==> src/rtl/sample_capture.sv <==
// Triggered ADC capture engine: arms on activate, waits for a level crossing
// (or a forced trigger), then streams decimated samples into a sample memory.
module sample_capture #(
  parameter int SAMPLE_DEPTH = 0,
  parameter int WIDTH        = 12,
  // A zero-bit address bus is not legal, so depth 0 still carries one address bit.
  localparam int AW = (SAMPLE_DEPTH > 0) ? SAMPLE_DEPTH : 1
) (
  input  logic             clk_50mhz,
  input  logic             reset,
  input  logic             activate,
  output logic             done,
  input  logic [WIDTH-1:0] adc_data,
  input  logic             adc_valid,
  input  logic [WIDTH-1:0] trig_level,
  input  logic             trig_rising,
  input  logic             trig_force,
  input  logic [7:0]       decim,
  output logic             mem_we,
  output logic [AW-1:0]    mem_addr,
  output logic [WIDTH-1:0] mem_data,
  output logic [2:0]       state_dbg
);

  // ADC side has no back-pressure: a sample is accepted on any cycle where
  // adc_valid is high and the FSM is in a state that consumes samples.

  localparam int unsigned   LAST_INT = (1 << SAMPLE_DEPTH) - 1;
  localparam logic [AW-1:0] LAST     = LAST_INT[AW-1:0];

  typedef enum logic [2:0] {
    IDLE      = 3'd0,
    ARM       = 3'd1,
    WAIT_TRIG = 3'd2,
    CAPTURE   = 3'd3,
    DONE      = 3'd4
  } state_t;

  state_t           state_q, state_d;
  logic [WIDTH-1:0] lvl_q, lvl_d;
  logic             rising_q, rising_d;
  logic [7:0]       decim_q, decim_d;
  logic             force_q, force_d;
  logic [WIDTH-1:0] prev_q, prev_d;
  logic [7:0]       cnt_q, cnt_d;
  logic [AW-1:0]    addr_q, addr_d;
  logic             we_d;
  logic [AW-1:0]    maddr_d;
  logic [WIDTH-1:0] mdata_d;
  logic             trig_hit;
  logic             fire;

  assign trig_hit = rising_q ? ((prev_q < lvl_q) && (adc_data >= lvl_q))
                             : ((prev_q > lvl_q) && (adc_data <= lvl_q));
  // A pending force and a real crossing on the same sample collapse into one trigger.
  assign fire = trig_hit || force_q;

  assign done      = (state_q == DONE);
  assign state_dbg = state_q;

  always_comb begin
    state_d  = state_q;
    lvl_d    = lvl_q;
    rising_d = rising_q;
    decim_d  = decim_q;
    force_d  = force_q;
    prev_d   = prev_q;
    cnt_d    = cnt_q;
    addr_d   = addr_q;
    we_d     = 1'b0;
    maddr_d  = mem_addr;
    mdata_d  = mem_data;

    case (state_q)
      IDLE: begin
        force_d = 1'b0;
        if (activate) begin
          lvl_d    = trig_level;
          rising_d = trig_rising;
          decim_d  = decim;
          state_d  = ARM;
        end
      end

      ARM: begin
        if (!activate) begin
          force_d = 1'b0;
          state_d = IDLE;
        end else begin
          if (trig_force) force_d = 1'b1;
          if (adc_valid) begin
            prev_d  = adc_data;
            state_d = WAIT_TRIG;
          end
        end
      end

      WAIT_TRIG: begin
        if (!activate) begin
          force_d = 1'b0;
          state_d = IDLE;
        end else begin
          if (trig_force) force_d = 1'b1;
          if (adc_valid) begin
            prev_d = adc_data;
            if (fire) begin
              we_d    = 1'b1;
              maddr_d = '0;
              mdata_d = adc_data;
              force_d = 1'b0;
              cnt_d   = 8'd0;
              addr_d  = AW'(1);
              state_d = (SAMPLE_DEPTH == 0) ? DONE : CAPTURE;
            end
          end
        end
      end

      CAPTURE: begin
        if (!activate) begin
          state_d = IDLE;
        end else if (adc_valid) begin
          if (cnt_q == decim_q) begin
            cnt_d   = 8'd0;
            we_d    = 1'b1;
            maddr_d = addr_q;
            mdata_d = adc_data;
            addr_d  = addr_q + AW'(1);
            if (addr_q == LAST) state_d = DONE;
          end else begin
            cnt_d = cnt_q + 8'd1;
          end
        end
      end

      DONE: begin
        if (!activate) state_d = IDLE;
      end

      default: state_d = IDLE;
    endcase
  end

  always_ff @(posedge clk_50mhz) begin
    if (reset) begin
      state_q  <= IDLE;
      lvl_q    <= '0;
      rising_q <= 1'b0;
      decim_q  <= 8'd0;
      force_q  <= 1'b0;
      prev_q   <= '0;
      cnt_q    <= 8'd0;
      addr_q   <= '0;
      mem_we   <= 1'b0;
      mem_addr <= '0;
      mem_data <= '0;
    end else begin
      state_q  <= state_d;
      lvl_q    <= lvl_d;
      rising_q <= rising_d;
      decim_q  <= decim_d;
      force_q  <= force_d;
      prev_q   <= prev_d;
      cnt_q    <= cnt_d;
      addr_q   <= addr_d;
      mem_we   <= we_d;
      mem_addr <= maddr_d;
      mem_data <= mdata_d;
    end
  end

endmodule

==> config.mk <==
export PLATFORM = sky130hd
export DESIGN_NAME = sample_capture
export DESIGN_NICKNAME = d
export VERILOG_FILES = /design/src/rtl/sample_capture.sv
export SDC_FILE = /design/constraint.sdc
export NUM_CORES = 1
export LEC_CHECK = 0
export ABC_AREA = 1
export CAP_MARGIN = 15
export CORE_MARGIN = 2
export CORE_UTILIZATION = 48
export DETAILED_ROUTE_END_ITERATION = 7
export PLACE_DENSITY = 0.83
export SLEW_MARGIN = 20
export SYNTH_ARGS = -nofsm -noshare
export SYNTH_HDL_FRONTEND = slang
export SYNTH_SLANG_ARGS = --single-unit
==> constraint.sdc <==
create_clock -name clk_50mhz -period 1.72 [get_ports clk_50mhz]
set_input_delay 0.172 -clock clk_50mhz [delete_from_list [all_inputs] [get_ports clk_50mhz]]
set_output_delay 0.172 -clock clk_50mhz [all_outputs]
set_load 0.005 [all_outputs]
Word-level counts from Yosys, hierarchy flattened
Cells that the tools add are included.
{"block": "totals", "ff_bits": 60, "input_bits": 38, "output_inout_bits": 18, "word_cells": 102}
{"block": "op_classes", "eq_ne": 19, "n_addsub": 2, "mux": 54, "order_cmp": 4, "reduce_logical": 12}
{"cell": "12-bit two-way mux", "n": 6}
{"cell": "8-bit two-way mux", "n": 6}
{"cell": "3-bit two-way mux", "n": 11}
{"cell": "1-bit two-way mux", "n": 24}
{"cell": "12-bit case mux with 2 select lines", "n": 1}
{"cell": "3-bit != test, second input constant", "n": 6}
{"cell": "2-bit != test, second input constant", "n": 8}
{"cell": "8-bit case mux with 2 select lines", "n": 1}
{"cell": "3-bit case mux with 5 select lines", "n": 1}
{"cell": "12-bit greater-or-equal comparator", "n": 1}
{"cell": "12-bit > comparator", "n": 1}
{"cell": "12-bit <= comparator", "n": 1}
{"cell": "12-bit less-than comparator", "n": 1}
{"cell": "8-bit by 1-bit adder with 8-bit output, second input constant", "n": 1}
{"cell": "8-bit equality test", "n": 1}
{"cell": "8-bit AND reduction", "n": 1}
{"cell": "7-bit AND reduction", "n": 1}
{"cell": "3-bit by 2-bit equality test with 1-bit output, second input constant", "n": 2}
{"cell": "1-bit case mux with 2 select lines", "n": 3}
{"cell": "6-bit AND reduction", "n": 1}
{"cell": "3-bit by 1-bit equality test with 1-bit output, second input constant", "n": 1}
{"cell": "3-bit equality test, second input constant", "n": 1}
{"cell": "3-bit zero test", "n": 1}
{"cell": "1-bit case mux with 3 select lines", "n": 1}
{"cell": "8 further kinds", "n": 9}

Depth between registers and ports, before layout
Gate-level depths: netlist of the first run.
{"block": "depth", "word_depth": 8, "mapped_depth": 18, "depth_no_buf": 18}

Least setup slack after synthesis of the first run
OpenSTA, ideal clock, no wires.
{"block": "synth_timing", "path_type": "reg-to-reg", "from": "reg lvl_q[11]", "to": "reg cnt_q[1]", "path_stages_with_launch": 14, "arrival_time_ns": 1.740, "n_path_buf": 0, "required_ns": 1.604, "setup_slack_ns": -0.136, "synth_period_minus_slack_ns": 1.856, "setup_time_ns": 0.116, "path_cell_list": "dfxtp_1 -> inv_1 -> ha_1 -> a21o_1 -> nor2_1 -> nand3_1 -> nor2_1 -> nand2_1 -> nand3_1 -> nand2_1 -> nand2_2 -> nand2_4 -> o21ai_0 -> nor2_1"}
{"block": "synth_via", "elab_chain_cells": 6, "elab_cells_between_ends": 10, "cone_classes": "order compare (4); eq/ne (1); mux (1); reduce/logical (4)"}
{"element": "start: declaration", "line_no": "40", "text": "logic [WIDTH-1:0] lvl_q, lvl_d;"}
{"element": "start signal: assignment", "line_no": "159", "text": "lvl_q <= lvl_d;"}
{"element": "12-bit > comparator (tied with other cells)", "line_no": "54", "text": ": ((prev_q > lvl_q) && (adc_data <= lvl_q));"}
{"element": "1-bit logical AND (on tied branches)", "line_no": "54, 53"}
{"element": "1-bit two-way mux *", "line_no": "53", "text": "assign trig_hit = rising_q ? ((prev_q < lvl_q) && (adc_data >= lvl_q))"}
{"element": "1-bit logical OR *", "line_no": "56", "text": "assign fire = trig_hit || force_q;"}
{"element": "2-bit != test (no line) *"}
{"element": "6-bit AND reduction (no line) *"}
{"element": "end signal: assignment", "line_no": "164", "text": "cnt_q <= cnt_d;"}
{"element": "end: declaration", "line_no": "45", "text": "logic [7:0] cnt_q, cnt_d;"}
Mark *: on every way between the ends. The rest lies on a longest branch, timed or not.
A chain may end at the register's enable or synchronous reset.

Worst setup path in the final report of the first run
{"block": "layout_timing", "from": "reg lvl_q[9]", "to": "reg cnt_q[7]"}
Same word-level chain as after synthesis.

==> results of run 1 <==
## tightest hold or removal path, delay by kind of cell
family,cells,cell delay [ns]
AND/OR/NAND/NOR,2,0.17
buffers and inverters,1,0.32
## per-layer routing
| layer | vias to the layer above | global-route usage (%) | share of wire, % |
|---|---|---|---|
| met5 | - | 0 | 0 |
| met4 | 0 | 17.8 | 4.2 |
| met3 | 45 | 4.86 | 6.1 |
| met2 | 168 | 45.4 | 48 |
| met1 | 1706 | 35.2 | 41 |
| li1 | 1689 | - | - |
## stage by stage
step	TNS [ns]	hold slack, ns	util (%)	cells	power, mW
after floorplan	-1.07	0.241	-	464	2.69
after global placement	-14.86	0.464	65.6	615	3.20
after detailed placement	-16.38	0.475	65.6	615	3.26
after CTS	-4.75	0.328	73.5	637	4.73
after global routing	-12.54	0.366	76.1	643	5.24
final	-10.80	0.337	76.1	643	5.00
## final cells by class
class                      instances  area, um2  share of cell area, %
antenna                            1       2.50                 0.0509
clock buffer                      12        165                   3.36
clock inverter                     4       22.5                  0.458
inverter                          57        236                   4.81
multi-input combinational        338       2300                   46.8
sequential                        60       1220                   24.8
tap                               77       96.3                   1.96
timing repair buffer              94        873                   17.8
## sequential cells by signal, summed over array words and instances (netlist names), 3 cells and up
signal	cells
lvl_q	12
mem_data	12
prev_q	12
cnt_q	8
decim_q	8
state_dbg	3
## where the power goes
part | switching, mW | internal, mW | leakage, nW | total (mW)
registers | 0.151 | 1.59 | 0.496 | 1.74
logic | 1.13 | 0.905 | 1.51 | 2.04
clock network | 0.588 | 0.633 | 0.0982 | 1.22
total | 1.87 | 3.13 | 2.11 | 5.00
## layout by cell type (no fill, tap or decap), drive strengths merged
cell type,Yosys,layout
nand2,84,85
clkbuf,9,12
dlygate4sd2,0,2
nand3,21,21
xnor2,4,4
nand3b,1,1
dfxtp,60,60
clkinvlp,0,1
diode,0,1
inv,57,57
nor2,106,106
nand4,4,7
o21ai,43,43
o311ai,1,1
nor3b,1,1
xor2,5,5
nor3,4,4
clkinv,0,3
and2,1,1
clkdlybuf4s50,0,53
a22oi,1,1
ha,25,25
o21bai,1,1
a21oi,30,30
buf,4,39
a21o,2,2
## worst max path at each step
stage	from	slack, ns	cells past startpoint	to
floorplan	lvl_q[6]$_SDFFE_PP0P_	-0.07	18	cnt_q[2]$_SDFFE_PP0P_
global placement	adc_data[11]	-0.61	12	mem_addr$_SDFFE_PP0P_
detailed placement	adc_data[11]	-0.68	13	mem_data[10]$_SDFFE_PP0P_
CTS	lvl_q[11]$_SDFFE_PP0P_	-0.24	16	state_dbg[1]$_SDFFE_PP0P_
global route	lvl_q[9]$_SDFFE_PP0P_	-0.54	14	cnt_q[7]$_SDFFE_PP0P_
finish	lvl_q[9]$_SDFFE_PP0P_	-0.47	14	cnt_q[7]$_SDFFE_PP0P_
## cell usage after synthesis, drive strengths merged
library cell | instances | area [um2]
a21oi | 30 | 154
a22oi | 1 | 7.51
nor2 | 106 | 428
dfxtp | 60 | 1200
clkbuf | 9 | 35.0
o311ai | 1 | 8.76
inv | 57 | 216
nand2 | 84 | 335
o21ai | 43 | 219
ha | 25 | 313
a21o | 2 | 15.0
nand3b | 1 | 7.51
xor2 | 5 | 43.8
nor3 | 4 | 20.0
nor3b | 1 | 7.51
and2 | 1 | 6.26
buf | 4 | 27.5
o21bai | 1 | 7.51
nand4 | 4 | 55.1
nand3 | 21 | 105
xnor2 | 4 | 35.0
## cells by family (layout without fill, tap and decap cells)
logic type,after synthesis,in the layout,synth area share (%)
and+or+nand+nor,222,226,29.7
xor gates and xnor gates,9,9,2.43
buffers and inverters,70,167,8.59
other,0,1,0
AOI/OAI and AO/OA,78,78,12.7
adders and majority gates,25,25,9.63
DFF,60,60,37.0
## repair_timing
action	4_1_cts	5_1_grt
buffers inserted	2	5
endpoints found under the setup margin	28	28
gates resized for setup	58	39
gates cloned	4	0
pin swaps	30	21
==> metrics.cfg, run 1 <==
[flow_run]
cap_violations = 0

[floorplan]
ios = 56
dieHeight_um = 86.3
die_width_um = 86.3
dieArea_um2 = 7440
initial_core_util_pct = 50.3
fp.coreArea_um2 = 6460
fp-row-count = 29

[sta]
relSlewSlack_pct = 61.2
worst_pin_slew_ns = 0.581
setup_ws_ns = -0.466
grt_setup_unrepaired = true
finalClockSkew_ns = 0.00647
final_hold_viol_count = 0
min_period_over_period_pct = 127
max_freq_ghz = 0.457
setup_viol = 27
drv_slew = 0
final.min_clock_period_ns = 2.19

[cts]
cts_max_level = 3
insertion_delay_ns = 0.36
clk_path_buf_depth = 2
clk_pin_slew_ns = 0.07
cts_tree = done
ctsHoldBuffers = 0
cts.sinks = 60
cts_buffers = 9
cts_root_buf = clkbuf_8

[worst_hold_path]
min-delay-path-class = input pin to flip-flop
hold_path_end = mem_data[11]$_SDFFE_PP0P_
min_path_cells = 3
holdCritStartpoint = adc_data[11]

[global_route]
grt_pass1_wl_um = 16200
grt_overflow = 0
grt_max_degree = 58
grt_use_total_pct = 28.3
antenna_found_initial = 1
grt_pass1_vias = 3458

[routing]
drc_errors = 0
dr.pass1.iters = 5
via_per_inst = 5.61
ant_nets = 0
wire_per_inst_um = 17.2
num_vias = 3608
routed_wl_um = 11100
drtIter0Drc = 333

[yosys]
avgSynthCellArea_um2 = 7.00
ys_seq_area_share_pct = 37.0
synth.distinct_cells = 34
synth_area_um2 = 3250
synth_nets = 527
ys_warn_count = 0
synth_seq_cells = 60
syn_inst = 464

[status]
outcome = finished, violations left
violations = negative setup slack

[layout]
fin_area_um2 = 4910
drive_gt1_share_pct = 31.5
synthToLayoutAreaGrowth_pct = 51.3
final_nets = 623
fillers = 405

[setup_path]
slowest_delay_ns = 0.34
path_delay_family = simple AND/OR/NAND/NOR gates
endpoint_kind = flip-flop
crit_arrival_ns = 2.48
startpoint_type = flip-flop
required_ns = 2.02
crit_buf_inv = 2
ff2ff_path_depth = 14
r2r_setup_slack_ns = -0.47
timing.rr.start = lvl_q[9]$_SDFFE_PP0P_
setup.worst_path.class = flip-flop to flip-flop
worstReg2RegEnd = cnt_q[7]$_SDFFE_PP0P_
crit_slowest_cell = dfxtp_2
crit_fanout = 3
path_cells = inv_4, ha_4, a21oi_1, nor2_1, nor2_1, nand4_1, nand2_2, nand3_2, nand2_2, nand2_4, buf_4, nand3_1, nand2_1, a21oi_2

[placement]
dp_hpwl_um = 6050
place_area_um2 = 4240
gp_congestion = 0.815
io_buffers = 55
dp_slack_ns = -0.677

[power_and_ir_drop]
p_leak_nw = 2.11
ir_drop_uv = 696
power_density_nw_per_um2 = 1020

Note: power is estimated with default switching activity, not from simulation.
==> inputs of run 2 (changes only) <==
--- a/config.mk
+++ b/config.mk
@@ -11,6 +11,7 @@
 export CORE_UTILIZATION = 48
 export DETAILED_ROUTE_END_ITERATION = 7
 export PLACE_DENSITY = 0.83
+export RECOVER_POWER = 50
 export SLEW_MARGIN = 20
 export SYNTH_ARGS = -nofsm -noshare
 export SYNTH_HDL_FRONTEND = slang
==> metrics.cfg, run 2 (synthesis results as in run 1) <==
[worst_hold_path]
min-delay-path-class = input pin to flip-flop

[layout]
drive_gt1_share_pct = 31.3  ; -0.18 points
synthToLayoutAreaGrowth_pct = 50.8
layout_common_cells = nor2_1 (88), nand2_1 (57), dfxtp_1 (46), inv_1 (40), clkdlybuf4s50_1 (39)
fillers = 407  ; +0.49%
reg_top3 = lvl_q: 12 flops, mem_data: 12 flops, prev_q: 12 flops
final_common_cell = nor2_1
final_nets = 623  ; unchanged
fin_area_um2 = 4900  ; -0.31%

[setup_path]
required_ns = 2.02  ; about the same
crit_arrival_ns = 2.50  ; +0.02 ns
startpoint_type = input pin
ff2ff_path_depth = 14  ; unchanged
crit_fanout = 3  ; unchanged
crit_slowest_cell = clkdlybuf4s50_1
endpoint = cnt_q[7]$_SDFFE_PP0P_
setup.worst_path.class = input pin to flip-flop
slowest_delay_ns = 0.57  ; +0.23 ns
timing.rr.start = lvl_q[9]$_SDFFE_PP0P_
path_cells = clkdlybuf4s50_1, ha_4, a21oi_1, nor2_1, nor2_1, nand4_1, nand2_2, nand3_2, nand2_2, nand2_4, buf_4, nand3_1, nand2_1, a21oi_2
r2r_setup_slack_ns = -0.47  ; about the same
worstReg2RegEnd = cnt_q[7]$_SDFFE_PP0P_
startpoint = adc_data[9]
endpoint_kind = flip-flop

[global_route]
antenna_found_initial = 1  ; unchanged
grt_pass1_wl_um = 16200  ; unchanged
grt_use_total_pct = 28.3  ; unchanged
grt_pass1_vias = 3458  ; unchanged
grt_overflow = 0  ; unchanged
grt_max_degree = 58  ; unchanged

[power_and_ir_drop]
p_leak_nw = 2.15  ; +1.8%
ir_drop_uv = 688  ; -1.1%
power_density_nw_per_um2 = 1010  ; -0.46%

[cts]
ctsHoldBuffers = 0  ; unchanged
clk_path_buf_depth = 2  ; unchanged
clk_pin_slew_ns = 0.07  ; about the same
cts_root_buf = clkbuf_8
cts_buffers = 9  ; unchanged
cts_max_level = 3  ; unchanged
cts.sinks = 60  ; unchanged
insertion_delay_ns = 0.36  ; about the same
cts_tree = done

[sta]
final_hold_viol_count = 0  ; unchanged
min_period_over_period_pct = 128  ; +0.82 points
grt_setup_unrepaired = true
worst_pin_slew_ns = 0.584  ; +0.00243 ns
setup_viol = 27  ; unchanged
final.min_clock_period_ns = 2.20  ; +0.0142 ns
drv_slew = 0  ; unchanged
setup_ws_ns = -0.480  ; -0.0142 ns
finalClockSkew_ns = 0.00771  ; +0.00124 ns
max_freq_ghz = 0.454  ; -0.64%
hold_slack_ns = 0.340  ; +0.00298 ns
relSlewSlack_pct = 61.1  ; -0.16 points

[routing]
wire_per_inst_um = 17.3  ; +0.17%
dr.pass1.iters = 6  ; +1
num_vias = 3577  ; -0.86%
via_per_inst = 5.56  ; -0.86%
routed_wl_um = 11100  ; +0.17%
ant_nets = 0  ; unchanged
drc_errors = 0  ; unchanged
drtIter0Drc = 303  ; -9.0%

[floorplan]
dieHeight_um = 86.3  ; unchanged
die_width_um = 86.3  ; unchanged
dieArea_um2 = 7440  ; unchanged
ios = 56  ; unchanged
fp.coreArea_um2 = 6460  ; unchanged
fp-row-count = 29  ; unchanged
initial_core_util_pct = 50.3  ; unchanged

[placement]
place_area_um2 = 4240  ; unchanged
dp_slack_ns = -0.677  ; unchanged
dp_hpwl_um = 6050  ; unchanged
gp_congestion = 0.815  ; unchanged
io_buffers = 55  ; unchanged

[status]
violations = negative setup slack
outcome = finished, violations left

[flow_run]
cap_violations = 0  ; unchanged

[run 2: worst max-delay path, delay by kind of cell]
kind                     cells  cell delay [ns]
AO/OA/AOI/OAI                2             0.33
AND/OR/NAND/NOR              9             1.02
buffers and inverters        2             0.72
adder cells (fa/ha/maj)      1             0.25
[run 2: cell type report]
type / instances / area (um2) / share of cell area (%)
antenna: 1 / 2.50 / 0.0511
clock buffer: 12 / 165 / 3.37
clock inverter: 4 / 22.5 / 0.460
inverter: 57 / 236 / 4.83
multi-input combinational: 338 / 2300 / 46.9
sequential: 60 / 1220 / 24.9
tap: 77 / 96.3 / 1.97
timing repair buffer: 94 / 861 / 17.6
[run 2: power breakdown]
group / internal, mW / leakage [nW] / switching (mW)
clock network: 0.633 / 0.0982 / 0.591
registers: 1.59 / 0.496 / 0.148
logic: 0.872 / 1.55 / 1.13
[run 2: stage by stage]
stage                     TNS [ns]  cells  total power [mW]  util (%)
after CTS                    -4.75    637              4.73      73.5
after floorplan              -1.07    464              2.69         -
after detailed placement    -16.38    615              3.26      65.6
final                       -10.90    643              4.96      75.8
after global routing        -13.71    643              5.20      75.8
after global placement      -14.86    615              3.20      65.6
[run 2: timing repair]
action	4_1_cts	5_1_grt
setup endpoints to repair	28	28
buffers inserted	2	5
pin swaps	30	21
resized for setup	58	39
cloned	4	0
[run 2: how the worst min path moves through the flow]
stage                                     start                   endpoint  slack, ns  depth (start not counted)
after floorplan                           reset        addr_q$_SDFFE_PP0P_       0.24                          1
after global placement    lvl_q[6]$_SDFFE_PP0P_      lvl_q[6]$_SDFFE_PP0P_       0.46                          2
after detailed placement  lvl_q[6]$_SDFFE_PP0P_      lvl_q[6]$_SDFFE_PP0P_       0.47                          2
after CTS                          adc_data[11]  mem_data[11]$_SDFFE_PP0P_       0.33                          3
after global routing               adc_data[11]  mem_data[11]$_SDFFE_PP0P_       0.37                          3
final                              adc_data[11]  mem_data[11]$_SDFFE_PP0P_       0.34                          3
[run 2: metal layers]
layer | part of all wire (%) | wire (um) | GRT usage [%]
met5 | 0 | 0 | 0
met2 | 49 | 5440 | 45.4
met1 | 41 | 4530 | 35.2
met3 | 6.5 | 726 | 4.86
met4 | 3.6 | 396 | 17.8
